### config.mk
export PLATFORM = sky130hd
export DESIGN_NAME = fadd_wb
export DESIGN_NICKNAME = d
export VERILOG_FILES = /design/src/rtl/fadd_wb.sv
export SDC_FILE = /design/constraint.sdc
export NUM_CORES = 1
export LEC_CHECK = 0
export ABC_AREA = 1
export CAP_MARGIN = 20
export CORE_ASPECT_RATIO = 0.9
export CORE_MARGIN = 4
export CORE_UTILIZATION = 30
export DETAILED_ROUTE_END_ITERATION = 10
export PLACE_DENSITY_LB_ADDON = 0.1
export SYNTH_ARGS = -nofsm -noshare
export SYNTH_HDL_FRONTEND = slang
export SYNTH_SLANG_ARGS = --single-unit
### constraint.sdc
create_clock -name clk -period 2.71 [get_ports clk]
set_clock_uncertainty 0.1 [all_clocks]
set_input_delay 0.542 -clock clk [delete_from_list [all_inputs] [get_ports clk]]
set_output_delay 0.542 -clock clk [all_outputs]
set_load 0.05 [all_outputs]
### src/rtl/fadd_wb.sv
// rtl/fadd_wb.sv - writeback result FIFO after the FP adder with sticky exception flags
module fadd_wb #(
    parameter int DEPTH = 4,
    parameter int TAG_W = 6
) (
    input  logic                       clk,
    input  logic                       rstn,
    input  logic                       in_valid,
    output logic                       in_ready,
    input  logic [31:0]                in_y,
    input  logic                       in_ovf,
    input  logic [TAG_W-1:0]           in_tag,
    output logic                       out_valid,
    input  logic                       out_ready,
    output logic [31:0]                out_y,
    output logic                       out_ovf,
    output logic [TAG_W-1:0]           out_tag,
    output logic [2:0]                 flags,
    input  logic                       clear_flags,
    output logic [$clog2(DEPTH):0]     count
);
    localparam int PW = $clog2(DEPTH);
    localparam int CW = PW + 1;
    localparam logic [CW-1:0] FULL = CW'(DEPTH);

    logic [31:0]      mem_y   [DEPTH];
    logic             mem_ovf [DEPTH];
    logic [TAG_W-1:0] mem_tag [DEPTH];

    logic [PW-1:0] wr_ptr;
    logic [PW-1:0] rd_ptr;
    logic          accept;
    logic          pop;
    logic          nan_set;
    logic          inf_set;

    assign in_ready  = (count != FULL);
    assign out_valid = (count != '0);
    assign accept    = in_valid & in_ready;
    assign pop       = out_valid & out_ready;

    assign out_y   = mem_y[rd_ptr];
    assign out_ovf = mem_ovf[rd_ptr];
    assign out_tag = mem_tag[rd_ptr];

    assign nan_set = (in_y[30:23] == 8'hFF) && (in_y[22:0] != 23'd0);
    assign inf_set = (in_y[30:23] == 8'hFF) && (in_y[22:0] == 23'd0);

    // Storage is deliberately left unreset; only pointers and count define validity.
    always_ff @(posedge clk) begin
        if (accept) begin
            mem_y[wr_ptr]   <= in_y;
            mem_ovf[wr_ptr] <= in_ovf;
            mem_tag[wr_ptr] <= in_tag;
        end
    end

    always_ff @(posedge clk) begin
        if (!rstn) begin
            wr_ptr <= '0;
            rd_ptr <= '0;
            count  <= '0;
            flags  <= 3'b000;
        end else begin
            if (accept) wr_ptr <= wr_ptr + PW'(1);
            if (pop)    rd_ptr <= rd_ptr + PW'(1);
            case ({accept, pop})
                2'b10:   count <= count + CW'(1);
                2'b01:   count <= count - CW'(1);
                default: count <= count;
            endcase
            // A new exception in the same cycle as a clear survives the clear.
            flags <= (clear_flags ? 3'b000 : flags)
                   | (accept ? {nan_set, inf_set, in_ovf} : 3'b000);
        end
    end
endmodule

==> results of run 1 <==
-- sequential cells by signal, indices dropped and copies added (netlist names), named ones only --
signal	cells
count	3
flags	3
mem_ovf	4
mem_tag	24
mem_y	128
rd_ptr	2
wr_ptr	2
-- layout by cell type (no fill, tap or decap), drive strengths merged --
cell | synthesis | routed
nor2 | 106 | 106
ha | 5 | 5
bufinv | 0 | 3
clkbuf | 7 | 24
and2 | 1 | 1
nand2 | 21 | 21
dfxtp | 12 | 12
o22ai | 39 | 39
a21oi | 9 | 9
clkdlybuf4s50 | 0 | 51
nand3 | 4 | 4
inv | 17 | 17
clkinvlp | 0 | 2
o21ai | 83 | 83
clkinv | 0 | 3
buf | 18 | 56
nor3b | 1 | 1
fa | 1 | 1
edfxtp | 156 | 156
-- layout make-up --
type	instances	area [um^2]
Clock buffer	24	482
Clock inverter	8	120
Fill cell	1983	12800
Inverter	17	68.8
Multi-Input combinational cell	270	1530
Sequential cell	168	4930
Tap cell	291	364
Timing Repair Buffer	107	1430
-- cell usage after synthesis --
cell      number
a21oi_1        9
and2_4         1
buf_12         2
buf_2         10
buf_4          3
buf_6          2
buf_8          1
clkbuf_1       4
clkbuf_2       3
dfxtp_1       12
edfxtp_1     156
fa_1           1
ha_1           5
inv_1         13
inv_2          3
inv_6          1
nand2_1       19
nand2_2        1
nand2_4        1
nand3_1        2
nand3_2        2
nor2_1        85
nor2_2        21
nor3b_2        1
o21ai_0       81
o21ai_1        2
o22ai_1       19
o22ai_2       20
-- tightest hold or removal path, stage by stage (launching register included) --
cell and delay, ns:
dfxtp_1 0.31, nand2_1 0.06, a21oi_1 0.06
-- power by group --
group          switching [mW]  leakage [nW]  internal, mW  total (mW)
registers              0.0758          1.53          3.11        3.18
clock network           0.921         0.290          1.52        2.44
logic                    2.31          1.21          1.49        3.80
-- through the flow --
stage                     worst slack [ns]  TNS, ns  hold slack [ns]
after detailed placement             0.288        0            0.363
after global placement               0.274        0            0.363
after floorplan                    -0.0531    -8.28            0.385
after global routing                0.0711        0            0.412
final                                0.211        0            0.382
after CTS                            0.176        0            0.383
-- worst paths after layout --
kind / startpoint / endpoint
max: flop / out_y[5]
min: flags[2] / flags[2]
max reg2reg: count[2] / count[2]
min reg2reg: flags[2] / flags[2]
-- cells by family after synthesis --
group                    share of synthesized area
adder cells (fa/ha/maj)                     0.0124
flip-flops                                   0.738
buffers and inverters                       0.0373
AO/OA/AOI/OAI                                0.124
AND/OR/NAND/NOR                             0.0885
-- routing by layer --
layer / track usage / vias up
li1: - / 1961
met1: 0.161 / 2010
met2: 0.209 / 84
met3: 0.0322 / 17
met4: 0.0441 / 2
met5: 0 / -
==> impl_metrics.yaml, run 1 <==
global_routing:
  grt_start_max_net_pins: 42
  antenna_found_initial: 1
  gr-total-overflow: 0
  grt_usage: 0.126
  grt_pass1_vias: 4140
  grt_pass1_wl_um: 23200
yosys:
  synth_area_leaders: "edfxtp_1 70%, o21ai_0 6.1%, nor2_1 4.8%"
  syn_inst: 480
  yosysUniqueCellTypes: 28
  ys_seq_elements: 168
  netlist.area_leader.share: 0.702
  synth_fp_nets: 530
  syn_area_um2: 6680
  syn-mean-instance-area_um2: 13.9
  yosysSeqAreaShare: 0.738
  yosysTopAreaCell: "edfxtp_1"
  yosys_warnings: 0
detailed_routing:
  first_pass_iters: 4
  route.detailed.drc: 0
  dr_wl_met3_um: 695
  routed_wl_um: 15200
  wl_per_cell_um: 17.2
  drt-vias-per-instance: 4.60
  dr.max_layer_used: "met5"
  wl_met2_um: 7520
  ant_nets: 0
  m1WireLength_um: 6800
  initialDrtViolationCount: 177
  vias: 4074
sta:
  tightest_slew_ns: 0.515
  fmax_mhz: 400
  hold_violations: 0
  max-slew-margin-rel: 0.655
  rsz0062_at_grt: "false"
  finalSetupViolations: 0
  period_share: 0.922
  period_minus_slack_ns: 2.50
  slew_viol_final: 0
critical_path:
  slowest_delay_ns: 0.40
  crit_chain: "buf_4 -> o21ai_0 -> o22ai_1 -> buf_12"
  worstPathMaxFanout: 30
  path_buf_inv: 2
  crit_arrival_ns: 1.86
  cp_top_family: "buffers and inverters"
  cp-start-kind: "flop"
  cp.depth: 4
  cp_data_required_time_ns: 2.07
  slowest_stage: "dfxtp_2"
  rrSetupSlack_ns: 0.72
  reg2reg_depth: 10
  endpoint_kind: "output port"
  path_class: "flop to output port"
power_and_ir_drop:
  cellPowerDensity_nw_per_um2: 1060
  peakVddDrop_mv: 0.488
  leakagePower_nw: 3.03
  p_total_mw: 9.42
clocking:
  cts.repair.resized: 0
  cts_buffers: 17
  clock-sinks: 168
  clock-root-buffer: "clkbuf_16"
  clock_latency_ns: 0.41
  cts-hold-fix-buffers: 0
  htreeDepth: 4
  cts_tree: "done"
  cts_setup_buffers: 0
  clockBufferDepth: 2
  path_clk_slew_ns: 0.06
placement:
  place_congestion: 0.728
  port_buffers: 90
  dp.cells: 853
  dp_hpwl_um: 9570
  postPlaceCellArea_um2: 8320
finish:
  fin_area_um2: 8930
  drive_above_1_share: 0.237
  final_util: 0.410
  diodes: 0
  fin_cells: 885
  fin_nets: 631
  syn2layout_area_growth_pct: 33.7
floorplanning:
  die_h_um: 150
  start_util: 0.307
  die_area_um2: 24700
  io_pins: 91
  num_rows: 51
  die_w_um: 165
  core-area_um2: 21800
hold_path:
  hold_class: "flop to flop"
  hold_depth: 2
flow_run:
  maxCapViolCount: 0
status:
  status: "finished clean"
Note: power is estimated with default switching activity, not from simulation.
==> run 2: changes to the inputs <==
--- a/config.mk
+++ b/config.mk
@@ -11,7 +11,9 @@
 export CORE_MARGIN = 4
 export CORE_UTILIZATION = 30
 export DETAILED_ROUTE_END_ITERATION = 10
+export HOLD_SLACK_MARGIN = 0.03
 export PLACE_DENSITY_LB_ADDON = 0.1
+export SKIP_CTS_REPAIR_TIMING = 1
 export SYNTH_ARGS = -nofsm -noshare
 export SYNTH_HDL_FRONTEND = slang
 export SYNTH_SLANG_ARGS = --single-unit
==> results of run 2 <==
No change in the layout: final DEF, timing and power equal those of run 1.
==> run 3: changes to the inputs <==
--- a/config.mk
+++ b/config.mk
@@ -13,7 +13,9 @@
 export DETAILED_ROUTE_END_ITERATION = 10
 export HOLD_SLACK_MARGIN = 0.03
 export PLACE_DENSITY_LB_ADDON = 0.1
+export SETUP_SLACK_MARGIN = 0.2
 export SKIP_CTS_REPAIR_TIMING = 1
+export SLEW_MARGIN = 20
 export SYNTH_ARGS = -nofsm -noshare
 export SYNTH_HDL_FRONTEND = slang
 export SYNTH_SLANG_ARGS = --single-unit
==> run 3 against run 2 <==
Compared with the run above: cell count up 0.11%; fmax up 2.2%; die area stayed put; count of clock-buffer cells in the layout stayed put; sequential share of layout area fell by 0.57 points; non-clock buffer count increased by 1; routed wire length rose by 2.0%; hold slack about the same; critical path depth rose by 1; largest cell class unchanged; largest power group unchanged; critical endpoint is now out_y[7]; first-iteration DRC count rose by 14%.
==> impl_metrics.yaml, run 3 (synthesized netlist as in run 1, its figures left out) <==
global_routing:
  antenna_found_initial: 1
  grt_pass1_vias: 4140
  grt_usage: 0.126
  grt_start_max_net_pins: 42
  grt_pass1_wl_um: 23200
  gr-total-overflow: 0
placement:
  port_buffers: 90
  dp_hpwl_um: 9570
  place_congestion: 0.728
power_and_ir_drop:
  p_total_mw: 9.53
  leakagePower_nw: 3.07
  peakVddDrop_mv: 0.495
  cellPowerDensity_nw_per_um2: 1060
critical_path:
  rrSetupSlack_ns: 0.72
  r2r-start: "count[2]"
  cp.depth: 5
  slowest_stage: "dfxtp_2"
  reg2reg_depth: 10
  crit_chain: "inv_6 -> buf_4 -> o21ai_0 -> o22ai_1 -> buf_12"
  slowest_delay_ns: 0.37
  cp-start-kind: "flop"
  endpoint_kind: "output port"
  crit_arrival_ns: 1.80
  worstPathMaxFanout: 25
  r2r_end: "count[2]"
  path_class: "flop to output port"
  path_buf_inv: 3
  cp_data_required_time_ns: 2.07
  cp_top_family: "buffers and inverters"
clocking:
  cts_tree: "done"
  cts_buffers: 17
  clock-root-buffer: "clkbuf_16"
  path_clk_slew_ns: 0.06
  clock-sinks: 168
  clockBufferDepth: 2
  htreeDepth: 4
  clock_latency_ns: 0.42
sta:
  hold_violations: 0
  tightest_slew_ns: 0.515
  period_share: 0.903
  max-slew-margin-rel: 0.656
  fmax_mhz: 409
  slew_viol_final: 0
  period_minus_slack_ns: 2.45
  rsz0062_at_grt: "true"
  finalSetupViolations: 0
  holdWs_ns: 0.382
hold_path:
  min-delay-start: "flags[2]"
  hold_class: "flop to flop"
  worstHoldEndpoint: "flags[2]"
  hold_depth: 2
finish:
  syn2layout_area_growth_pct: 35.1
  drive_above_1_share: 0.252
  largest_register_ffs: 128
  reg_top3: "mem_y (128), mem_tag (24), mem_ovf (4)"
  diodes: 0
  fillers: 1974
  largest-register: "mem_y"
  layout_common_cells: "156 x edfxtp_1, 81 x o21ai_0, 81 x nor2_1"
  fin_nets: 632
  final_common_cell: "edfxtp_1"
  final_util: 0.415
detailed_routing:
  wl_per_cell_um: 17.5
  routed_wl_um: 15500
  first_pass_iters: 4
  drt-vias-per-instance: 4.64
  route.detailed.drc: 0
  ant_nets: 0
  initialDrtViolationCount: 202
  vias: 4114
floorplanning:
  core-area_um2: 21800
  num_rows: 51
  die_w_um: 165
  die_h_um: 150
  io_pins: 91
  die_area_um2: 24700
  start_util: 0.307
flow_run:
  maxCapViolCount: 0
status:
  status: "finished clean"
==> run 3: tightest hold or removal path, stage by stage, from the launching register on <==
cell and delay [ns]:
dfxtp_1 0.31, nand2_1 0.06, a21oi_1 0.06
==> run 3: area by class of cell <==
class / count / area (um^2) / share of cell area
Multi-Input combinational cell: 270 / 1580 / 0.175
Clock inverter: 8 / 120 / 0.0133
Sequential cell: 168 / 4930 / 0.546
Tap cell: 291 / 364 / 0.0404
Clock buffer: 24 / 482 / 0.0534
Timing Repair Buffer: 108 / 1470 / 0.163
Inverter: 17 / 70.1 / 0.00777
==> run 3: worst max-delay path by stage <==
stage,from,end
6_report,flop,out_y[7]
4_1_cts,flop,out_tag[4]
3_3_place_gp,out_ready,count[2]
5_1_grt,flop,out_y[6]
3_5_place_dp,out_ready,count[2]
2_1_floorplan,count[1],mem_ovf[0]
==> run 3: through the flow <==
stage	TNS, ns	cells	area [um^2]	setup WS [ns]
floorplan	-8.28	480	6690	-0.0531
global placement	0	853	8320	0.274
detailed placement	0	853	8320	0.288
CTS	0	885	8930	0.176
global route	0	886	9020	0.157
finish	0	886	9020	0.264
==> run 3: metal layers <==
layer	track usage	wire (um)
met5	0	8
met1	0.161	6970
met4	0.0441	218
met2	0.209	7690
met3	0.0322	608
==> run 3: power by group <==
part / total [mW] / switching, mW / internal, mW
combinational: 3.90 / 2.35 / 1.55
sequential: 3.18 / 0.0788 / 3.11
clock: 2.44 / 0.923 / 1.52
